===== config.mk =====
export PLATFORM = sky130hd
export DESIGN_NAME = assist_mult_seq_flat
export DESIGN_NICKNAME = d
export VERILOG_FILES = /design/src/rtl/assist_mult_seq_if.sv /design/src/rtl/assist_mult_seq.sv /design/src/flat_wrapper.sv
export SDC_FILE = /design/constraint.sdc
export NUM_CORES = 1
export LEC_CHECK = 0
export CAP_MARGIN = 20
export CORE_AREA = 10 10 184 186
export DETAILED_ROUTE_END_ITERATION = 8
export DIE_AREA = 0 0 194 196
export GPL_TIMING_DRIVEN = 0
export PLACE_DENSITY_LB_ADDON = 0.3
export SYNTH_ARGS = -nofsm -noshare
export SYNTH_HDL_FRONTEND = slang
export SYNTH_SLANG_ARGS = --single-unit

===== constraint.sdc =====
create_clock -name clk -period 7.1 [get_ports clk]
set_input_delay 2.13 -clock clk [delete_from_list [all_inputs] [get_ports clk]]
set_output_delay 2.13 -clock clk [all_outputs]
set_load 0.1 [all_outputs]

===== src/rtl/assist_mult_seq_if.sv =====
// assist_mult_seq_if: request/operand/result bundle between the sensor
// conditioning logic (master) and the assist-current sequencer (slave).
interface assist_mult_seq_if;
    logic        start;
    logic [11:0] avg_torque;
    logic [4:0]  cadence;
    logic        not_pedaling;
    logic [12:0] incline;
    logic [2:0]  scale;
    logic        busy;
    logic        done;
    logic [11:0] target_curr;

    modport master (
        output start, avg_torque, cadence, not_pedaling, incline, scale,
        input  busy, done, target_curr
    );

    modport slave (
        input  start, avg_torque, cadence, not_pedaling, incline, scale,
        output busy, done, target_curr
    );
endinterface


===== src/rtl/assist_mult_seq.sv =====
// assist_mult_seq: multi-cycle assist-current sequencer. One shared 15x15
// multiplier is time-multiplexed over torque*scale, incline*cadence and the
// product of the two, then the result is saturated into a 12-bit target
// current. A start/done handshake frames each computation.
//
// Optional build macro ASSIST_EARLY_OUT_EN: when defined, a computation whose
// result is known to be zero after the captured operands are evaluated
// (not pedaling, no positive torque, or cadence factor 0) skips straight from
// MUL1 to SAT, giving a 2-cycle latency instead of 4.
module assist_mult_seq #(
    parameter logic [11:0] TORQUE_MIN = 12'h380,
    parameter int unsigned CAD_OFF    = 32
) (
    input  logic              clk,
    input  logic              rst_n,
    assist_mult_seq_if.slave  bus
);

    localparam logic [2:0] IDLE = 3'd0;
    localparam logic [2:0] MUL1 = 3'd1;
    localparam logic [2:0] MUL2 = 3'd2;
    localparam logic [2:0] MUL3 = 3'd3;
    localparam logic [2:0] SAT  = 3'd4;

    localparam logic [5:0] CAD_OFF_W = 6'(CAD_OFF);

    // Saturate the 30-bit Q15 product to the 12-bit current range.
    function automatic logic [11:0] sat_curr(input logic [29:0] p);
        logic [11:0] r;
        if (|p[29:27]) begin
            r = 12'hFFF;
        end else begin
            r = p[26:15];
        end
        return r;
    endfunction

    logic [2:0]  state_r;
    logic [2:0]  state_nxt_s;
    logic        busy_r;
    logic        done_r;
    logic [11:0] target_r;

    logic [11:0] torque_r;
    logic [4:0]  cad_r;
    logic        np_r;
    logic [12:0] incline_r;
    logic [2:0]  scale_r;

    logic [14:0] prod_a_r;
    logic [14:0] prod_b_r;
    logic [29:0] prod_p_r;

    logic [12:0] torque_diff_s;
    logic [11:0] torque_pos_s;
    logic [9:0]  incline_sat_s;
    logic [10:0] incline_factor_s;
    logic [8:0]  incline_lim_s;
    logic [5:0]  cadence_factor_s;
    logic [14:0] mul_a_s;
    logic [14:0] mul_b_s;
    logic [29:0] mul_out_s;
`ifdef ASSIST_EARLY_OUT_EN
    logic        early_out_s;
`endif

    // Positive part of the torque above the pedaling threshold.
    always_comb begin
        torque_diff_s = {1'b0, torque_r} - {1'b0, TORQUE_MIN};
        if (torque_diff_s[12]) begin
            torque_pos_s = 12'h000;
        end else begin
            torque_pos_s = torque_diff_s[11:0];
        end
    end

    // Incline clamp to 10b signed, bias by +256, then clamp to 0..511.
    always_comb begin
        if ($signed(incline_r) > 13'sd511) begin
            incline_sat_s = 10'h1FF;
        end else if ($signed(incline_r) < -13'sd512) begin
            incline_sat_s = 10'h200;
        end else begin
            incline_sat_s = incline_r[9:0];
        end
        incline_factor_s = {incline_sat_s[9], incline_sat_s} + 11'd256;
        if (incline_factor_s[10]) begin
            incline_lim_s = 9'd0;
        end else if (incline_factor_s[9]) begin
            incline_lim_s = 9'd511;
        end else begin
            incline_lim_s = incline_factor_s[8:0];
        end
    end

    // Cadence contributes only once the rider is actually turning the cranks.
    always_comb begin
        if (cad_r > 5'd1) begin
            cadence_factor_s = {1'b0, cad_r} + CAD_OFF_W;
        end else begin
            cadence_factor_s = 6'd0;
        end
    end

`ifdef ASSIST_EARLY_OUT_EN
    // Result is provably zero: skip the remaining multiplies.
    always_comb begin
        early_out_s = np_r | (torque_pos_s == 12'h000) | (cadence_factor_s == 6'd0);
    end
`endif

    // Operand mux for the single shared multiplier, selected by state.
    always_comb begin
        mul_a_s = 15'd0;
        mul_b_s = 15'd0;
        case (state_r)
            MUL1: begin
                mul_a_s = {3'd0, torque_pos_s};
                mul_b_s = {12'd0, scale_r};
            end
            MUL2: begin
                mul_a_s = {6'd0, incline_lim_s};
                mul_b_s = {9'd0, cadence_factor_s};
            end
            MUL3: begin
                mul_a_s = prod_a_r;
                mul_b_s = prod_b_r;
            end
            default: begin
                mul_a_s = 15'd0;
                mul_b_s = 15'd0;
            end
        endcase
        mul_out_s = {15'd0, mul_a_s} * {15'd0, mul_b_s};
    end

    // Next-state decode for the sequencer.
    always_comb begin
        state_nxt_s = state_r;
        case (state_r)
            IDLE: begin
                if (bus.start) begin
                    state_nxt_s = MUL1;
                end else begin
                    state_nxt_s = IDLE;
                end
            end
`ifdef ASSIST_EARLY_OUT_EN
            MUL1: begin
                if (early_out_s) begin
                    state_nxt_s = SAT;
                end else begin
                    state_nxt_s = MUL2;
                end
            end
`else
            MUL1:    state_nxt_s = MUL2;
`endif
            MUL2:    state_nxt_s = MUL3;
            MUL3:    state_nxt_s = SAT;
            SAT:     state_nxt_s = IDLE;
            default: state_nxt_s = IDLE;
        endcase
    end

    // State register and registered busy flag.
    always_ff @(posedge clk or negedge rst_n) begin
        if (!rst_n) begin
            state_r <= IDLE;
            busy_r  <= 1'b0;
        end else begin
            state_r <= state_nxt_s;
            busy_r  <= (state_nxt_s != IDLE);
        end
    end

    // Capture all operands on an accepted start; later input changes are ignored.
    always_ff @(posedge clk or negedge rst_n) begin
        if (!rst_n) begin
            torque_r  <= 12'h000;
            cad_r     <= 5'd0;
            np_r      <= 1'b0;
            incline_r <= 13'h0000;
            scale_r   <= 3'd0;
        end else if ((state_r == IDLE) && bus.start) begin
            torque_r  <= bus.avg_torque;
            cad_r     <= bus.cadence;
            np_r      <= bus.not_pedaling;
            incline_r <= bus.incline;
            scale_r   <= bus.scale;
        end
    end

    // Intermediate product registers, each loaded in its own multiply state.
    always_ff @(posedge clk or negedge rst_n) begin
        if (!rst_n) begin
            prod_a_r <= 15'd0;
            prod_b_r <= 15'd0;
            prod_p_r <= 30'd0;
        end else begin
            case (state_r)
                MUL1: begin
                    prod_a_r <= mul_out_s[14:0];
`ifdef ASSIST_EARLY_OUT_EN
                    if (early_out_s) begin
                        prod_p_r <= 30'd0;
                    end
`endif
                end
                MUL2:    prod_b_r <= mul_out_s[14:0];
                MUL3:    prod_p_r <= mul_out_s;
                default: prod_p_r <= prod_p_r;
            endcase
        end
    end

    // Result register and one-cycle done pulse; result held until next SAT.
    always_ff @(posedge clk or negedge rst_n) begin
        if (!rst_n) begin
            target_r <= 12'h000;
            done_r   <= 1'b0;
        end else begin
            done_r <= (state_r == SAT);
            if (state_r == SAT) begin
                target_r <= np_r ? 12'h000 : sat_curr(prod_p_r);
            end
        end
    end

    assign bus.busy        = busy_r;
    assign bus.done        = done_r;
    assign bus.target_curr = target_r;

endmodule


===== src/flat_wrapper.sv =====
// flat-port wrapper written by rule: the top's interface ports become plain ports
module assist_mult_seq_flat 
#(
    parameter logic [11:0] TORQUE_MIN = 12'h380,
    parameter int unsigned CAD_OFF    = 32
)
  (clk, rst_n, bus_start, bus_avg_torque, bus_cadence, bus_not_pedaling, bus_incline, bus_scale, bus_busy, bus_done, bus_target_curr);
  assist_mult_seq_if bus_i ();
  input  logic clk;
  input  logic rst_n;
  input wire logic [$bits(bus_i.start)-1:0] bus_start;
  input wire logic [$bits(bus_i.avg_torque)-1:0] bus_avg_torque;
  input wire logic [$bits(bus_i.cadence)-1:0] bus_cadence;
  input wire logic [$bits(bus_i.not_pedaling)-1:0] bus_not_pedaling;
  input wire logic [$bits(bus_i.incline)-1:0] bus_incline;
  input wire logic [$bits(bus_i.scale)-1:0] bus_scale;
  output wire logic [$bits(bus_i.busy)-1:0] bus_busy;
  output wire logic [$bits(bus_i.done)-1:0] bus_done;
  output wire logic [$bits(bus_i.target_curr)-1:0] bus_target_curr;
  assign bus_i.start = bus_start;
  assign bus_i.avg_torque = bus_avg_torque;
  assign bus_i.cadence = bus_cadence;
  assign bus_i.not_pedaling = bus_not_pedaling;
  assign bus_i.incline = bus_incline;
  assign bus_i.scale = bus_scale;
  assign bus_busy = bus_i.busy;
  assign bus_done = bus_i.done;
  assign bus_target_curr = bus_i.target_curr;
  assist_mult_seq #(.TORQUE_MIN(TORQUE_MIN), .CAD_OFF(CAD_OFF)) u_core (.clk(clk), .rst_n(rst_n), .bus(bus_i));
endmodule

==> results of run 1 <==
-- path summary, 6_finish.rpt --
| kind | from | to | slack (ns) |
|---|---|---|---|
| min in group asynchronous | rst_n | u_core.bus.done | 1.69 |
| worst min-delay path | u_core.bus.target_curr[6] | u_core.bus.target_curr[6] | 0.48 |
| worst max register to register | u_core.incline_r[9] | u_core.prod_p_r[29] | 0.09 |
| max in group asynchronous | rst_n | u_core.prod_b_r[12] | 4.72 |
| worst max-delay path | u_core.incline_r[9] | u_core.prod_p_r[29] | 0.09 |
| worst min register to register | u_core.bus.target_curr[6] | u_core.bus.target_curr[6] | 0.48 |
-- critical path: cells and delay by family (launching register included) --
kind                       cells  cell delay (ns)
adders and majority gates      8             3.75
buffers and inverters          5             0.50
AOI/OAI and AO/OA              8             1.02
DFF                            1             0.43
and+or+nand+nor                7             1.18
-- cell usage in the layout (no fill, tap or decap), types with 8 or more instances in the layout --
| master | instances |
|---|---|
| o21ai_0 | 29 |
| a21oi_2 | 8 |
| clkbuf_1 | 16 |
| mux2_2 | 34 |
| inv_1 | 182 |
| a21oi_1 | 25 |
| nor2_1 | 118 |
| fa_1 | 166 |
| ha_1 | 89 |
| dfrtp_1 | 94 |
| and3_1 | 16 |
| o21ai_4 | 12 |
| buf_6 | 11 |
| nand3_1 | 19 |
| a22oi_2 | 9 |
| xor2_1 | 11 |
| buf_4 | 62 |
| nand2_1 | 198 |
| o31ai_1 | 16 |
| clkbuf_16 | 9 |
| clkdlybuf4s50_1 | 49 |
| and2_1 | 15 |
| nor3_1 | 8 |
| a21oi_4 | 9 |
| a21o_1 | 9 |
-- Yosys cell counts, drive strengths merged, types with 3 or more instances --
master / number
fa: 167
o21ai: 49
xor2: 13
and2: 17
a21boi: 3
a221oi: 3
nand3: 21
o21bai: 3
a22o: 4
buf: 34
a2111oi: 3
dfrtp: 96
ha: 96
nor2: 123
nor3b: 5
nor2b: 7
o31ai: 19
a21o: 9
o2111ai: 3
a31oi: 4
a22oi: 11
nand2b: 6
a211oi: 3
nand2: 205
and3: 19
o211ai: 3
inv: 187
mux2: 35
a21oi: 42
o21a: 11
nand4: 4
nor3: 10
or2: 4
xnor2: 10
clkbuf: 22
-- what timing repair did --
item	4_1_cts	5_1_grt
gates resized for setup	73	64
cloned	0	0
setup endpoints to repair	22	19
pin swaps	19	57
setup buffers	32	25
-- power by group --
part	leakage (uW)	switching [uW]	total, uW	internal, uW
Combinational	0.00530	2380	3870	1490
Clock	0.000132	226	469	243
Sequential	0.00124	182	939	756
-- cells by family after synthesis --
group | share of synthesized area, %
AND/OR/NAND/NOR | 16.4
adder cells (fa/ha/maj) | 38.4
buffers and inverters | 8.62
AO/OA/AOI/OAI | 11.1
flip-flops | 20.3
multiplexers | 3.50
XOR/XNOR | 1.70
-- per-stage QoR --
step / power, uW / std cells / hold WS (ns)
floorplan: 2990 / 1277 / 0.440
global placement: 3940 / 1723 / 0.463
detailed placement: 4000 / 1725 / 0.470
CTS: 4910 / 1771 / 0.486
global route: 5650 / 1794 / 0.494
finish: 5280 / 1794 / 0.484
-- sequential cells by signal, indices dropped and copies added, names as in the netlist --
name / cells
u_core.bus.busy: 1
u_core.bus.done: 1
u_core.bus.target_curr: 12
u_core.cad_r: 5
u_core.incline_r: 13
u_core.np_r: 1
u_core.prod_a_r: 15
u_core.prod_b_r: 15
u_core.prod_p_r: 15
u_core.scale_r: 3
u_core.state_r: 3
u_core.torque_r: 12
-- layout make-up --
type / instances / area share, %
sequential: 96 / 16.9
inverter: 187 / 4.94
multi-input combinational: 936 / 63.1
tap: 396 / 3.48
clock inverter: 6 / 0.378
timing repair buffer: 109 / 7.16
buffer: 54 / 2.44
clock buffer: 10 / 1.61
-- layer usage --
| metal | vias to the layer above | GRT usage [%] | routed length, um |
|---|---|---|---|
| li1 | 4331 | - | - |
| met1 | 4889 | 23.7 | 14600 |
| met2 | 332 | 27.8 | 15700 |
| met3 | 42 | 2.95 | 2450 |
| met4 | 2 | 4.99 | 796 |
| met5 | - | 0 | 19 |
==> key figures, run 1 <==
Outcome
  • Outcome: finished, final reports clean

Cells and area
  • Fillers: between 2000 and 3000
  • Diodes inserted: 0
  • Proportion of layout cells with a drive suffix above 1: between 10% and 20%
  • Final Instance Area: about 14000 sq um
  • Area delta synth->final: 20.1%
  • Area occupied by multi-input gates: ~9000 sq um
  • Final Util: a little under half
  • FF/Latch Area: between 2000 and 2500 sq um
  • Final Net Count: 1693

Timing
  • Worst Slack Setup Final: 0.0925 ns
  • Setup TNS: 0 ns
  • RSZ-0062 raised after global routing: true
  • Worst slew pin tran: 0.992 ns
  • Fin. max-slew vios: 0
  • Fmax: 143 MHz
  • Slew Limit Headroom: 33.7%
  • Min Tclk post-route: 7.01 ns
  • Final setup viols: 0
  • Final Hold Viols: 0
  • Worst Clk Skew: slightly below 0.008 ns
  • Final Cycle Share: 98.7%

Logic synthesis
  • Cell taking the most area after synthesis: fa_1
  • Yosys top cell area share: 28.3%
  • Async set or reset register ratio after synthesis: 100%
  • Post-Syn Area per Cell: 9.27 sq um
  • Seq cells post-synth: 96
  • Post-synthesis sequential area ratio: 20.3%
  • Synth warn: 0
  • Post-Syn Area: 11800 sq um
  • Post-synth EDFFs: 0
  • Main synth FF type: dfrtp_1
  • Synth area leaders: fa_1 (28%), dfrtp_1 (20%), ha_1 (10%)
  • Count of cell types in the netlist: 82
  • Synthesized instance count: 1277
  • Net count after synthesis: 1577

Floorplanning
  • Core area: 30300 sq um
  • Die area: 38000 sq um
  • Row count: 64
  • Die Height: between 150 and 200 um
  • Initial Util: between 30 and 40%
  • IO Pins: 51
  • Die Wd: 194 um

Worst setup path
  • Crit-path most repeated cell: fa_1
  • Worst EP arrival: 7.24 ns
  • R2R depth: 28
  • Crit end category: flop
  • CP required: 7.33 ns
  • Crit start category: flop
  • Worst path max stage delay: 0.59 ns
  • Crit-path max FO: 7
  • Crit Path Class: flop to flop
  • Worst path slowest cell: fa_1

Route
  • DR iter-0 viols: 586
  • Routed via count: 9596
  • Via/cell ratio: 5.35
  • TritonRoute pass-1 iters: 6
  • # DRC: 0
  • Wire per inst: 18.7 um
  • WL final: 33600 um
  • Post-DRT Antenna Nets: 0

Global route
  • Vias in the first global route: 9691
  • First-pass GRT wire length: 53200 um
  • Tot GR Track Use: 17.4%
  • GRT overflow: 0
  • Initial antenna violation count: 2
  • Largest net degree at the start of global routing: 70

Place
  • Detailed placement HPWL: 26100 um
  • Gpl congestion: 0.946
  • Setup WS pre-CTS: -1.14 ns
  • Area post-placement: ~13000 sq um
  • Port bufs: 50

Clock tree
  • CTS tree: built
  • Clock slew at reported path FFs: 0.07 ns
  • Clock sink total: 96
  • CTS root buf: clkbuf_16
  • H-tree levels: 3
  • CTS buffer count: 9
  • Clock Latency Late Sink: 0.36 ns
  • Clock buffer depth: 2
  • Cts-stage hold buffer count: 0

Min path
  • Worst min path class: flop to flop
  • Hold Path Stages: 2

Pwr
  • VDD IR max: 0.269 mV
  • Reported leakage power: 0.00667 uW
  • Pwr/cell area: 371 nW/um^2

Run
  • Max Cap Viol: 0
Note: power is estimated with default switching activity, not from simulation.
==> inputs of run 2 (changes only) <==
- SKIP_LAST_GASP: unset -> 1
==> key figures, run 2 (synthesis results as in run 1) <==
Outcome
  • Outcome: finished, final reports clean

Global route
  • Vias in the first global route: 9691 (unchanged)
  • Largest net degree at the start of global routing: 70 (unchanged)
  • Tot GR Track Use: 17.4% (unchanged)
  • First-pass GRT wire length: 53200 um (unchanged)
  • GRT overflow: 0 (unchanged)
  • Initial antenna violation count: 2 (unchanged)

Cells and area
  • Fillers: 2921 (+0.10%)
  • Final Net Count: 1693 (unchanged)
  • Diodes inserted: 0 (unchanged)
  • Final Util: 46.9% (about the same)
  • Top flop regs: u_core.prod_a_r x15, u_core.prod_b_r x15, u_core.prod_p_r x15
  • Most frequent cells in the layout: nand2_1 (198), inv_1 (182), fa_1 (166)
  • Fin cells: 1794 (unchanged)
  • Proportion of layout cells with a drive suffix above 1: 18.4% (-0.072 points)
  • Area delta synth->final: 20.0% (about the same)
  • Commonest non-fill, non-tap cell in the layout: nand2_1

Floorplanning
  • Die Height: 196 um (unchanged)
  • Initial Util: 39.1% (unchanged)
  • Row count: 64 (unchanged)
  • IO Pins: 51 (unchanged)
  • Core area: 30300 sq um (unchanged)
  • Die Wd: 194 um (unchanged)
  • Die area: 38000 sq um (unchanged)

Timing
  • Final Hold Viols: 0 (unchanged)
  • Final setup viols: 0 (unchanged)
  • Setup TNS: 0 ns (unchanged)
  • Fmax: 143 MHz (about the same)
  • Worst Clk Skew: 0.00866 ns (+0.000753 ns)
  • Worst Slack Setup Final: 0.0968 ns (+0.00425 ns)
  • RSZ-0062 raised after global routing: true
  • Slew Limit Headroom: 33.5% (-0.18 points)
  • Fin. max-slew vios: 0 (unchanged)
  • Worst hold slack: 0.484 ns (-0.0000170 ns)
  • Min Tclk post-route: 7.00 ns (-0.00425 ns)
  • Worst slew pin tran: 0.995 ns (+0.00265 ns)
  • Final Cycle Share: 98.6% (about the same)

Place
  • Dpl cells: 1725 (unchanged)
  • Gpl congestion: 0.946 (unchanged)
  • Port bufs: 50 (unchanged)
  • Detailed placement HPWL: 26100 um (unchanged)
  • Setup WS pre-CTS: -1.14 ns (unchanged)

Route
  • Wire per inst: 18.7 um (about the same)
  • # DRC: 0 (unchanged)
  • DR iter-0 viols: 566 (-3.4%)
  • TritonRoute pass-1 iters: 5 (-1)
  • WL final: 33600 um (about the same)
  • Via/cell ratio: 5.35 (about the same)
  • Routed via count: 9592 (-0.042%)
  • Post-DRT Antenna Nets: 0 (unchanged)

Worst setup path
  • Crit-path most repeated cell: fa_1
  • Crit start category: flop
  • Crit-path max FO: 7 (unchanged)
  • Worst path slowest cell: fa_1
  • CP delay by family, top: adder cells
  • Worst R2R Setup Slack: 0.1 ns (about the same)
  • CP Buf/Inv Count: 5 (unchanged)
  • CP required: 7.33 ns (about the same)
  • Crit Path Class: flop to flop
  • Crit end category: flop
  • Worst path max stage delay: 0.59 ns (about the same)
  • Worst EP arrival: 7.24 ns (about the same)

Pwr
  • VDD IR max: 0.269 mV (about the same)
  • Pwr/cell area: 371 nW/um^2 (about the same)
  • Reported leakage power: 0.00666 uW (-0.16%)

Clock tree
  • Clock sink total: 96 (unchanged)
  • CTS root buf: clkbuf_16
  • CTS tree: built
  • Clock slew at reported path FFs: 0.07 ns (about the same)
  • Clock Latency Late Sink: 0.36 ns (about the same)
  • CTS buffer count: 9 (unchanged)
  • Clock buffer depth: 2 (unchanged)
  • H-tree levels: 3 (unchanged)

Min path
  • Worst min path class: flop to flop

Run
  • Max Cap Viol: 0 (unchanged)
run 2: final timing paths:
check                                          start                   endpoint  cells after the start
setup reg to reg                 u_core.incline_r[9]        u_core.prod_p_r[29]                     28
hold reg to reg            u_core.bus.target_curr[6]  u_core.bus.target_curr[6]                      2
min in group asynchronous                      rst_n            u_core.bus.done                      1
max in group asynchronous                      rst_n          u_core.state_r[2]                      2
hold / removal             u_core.bus.target_curr[6]  u_core.bus.target_curr[6]                      2
setup / recovery                 u_core.incline_r[9]        u_core.prod_p_r[29]                     28
run 2: per-layer routing:
metal / GRT usage [%] / routed length (um) / up-vias
met5: 0 / 19 / -
met4: 4.99 / 801 / 2
met3: 2.95 / 2370 / 44
met2: 27.8 / 15700 / 344
met1: 23.7 / 14700 / 4875
li1: - / - / 4327
run 2: power breakdown:
part           internal [uW]  total [uW]  switching, uW
Clock                    243         471            228
Sequential               756         939            183
Combinational           1480        3860           2380
run 2: area by class of cell:
| class | count | area [sq um] | area share, % |
|---|---|---|---|
| Clock buffer | 10 | 229 | 1.61 |
| Clock inverter | 6 | 53.8 | 0.379 |
| Sequential cell | 96 | 2400 | 16.9 |
| Multi-Input combinational cell | 936 | 8950 | 63.0 |
| Inverter | 187 | 702 | 4.94 |
| Buffer | 54 | 347 | 2.44 |
| Tap cell | 396 | 495 | 3.49 |
| Timing Repair Buffer | 109 | 1020 | 7.17 |
run 2: what timing repair did:
item / in CTS / in global routing
hold buffers: 0 / 0
hold endpoints to repair: 0 / 0
gates resized for setup: 73 / 62
pin swaps: 19 / 56
setup buffers: 32 / 25
setup endpoints to repair: 22 / 19
run 2: through the flow:
step	instance area, sq um	power (uW)
after global placement	12800	3940
final	14200	5270
after floorplan	11800	2990
after detailed placement	12900	4000
after global routing	14200	5650
after CTS	13700	4910
run 2: worst min-delay path, delay by kind of cell, from the launching register on:
family,cells,cell delay (ns)
compound gates,1,0.06
flops,1,0.34
simple gates,1,0.05
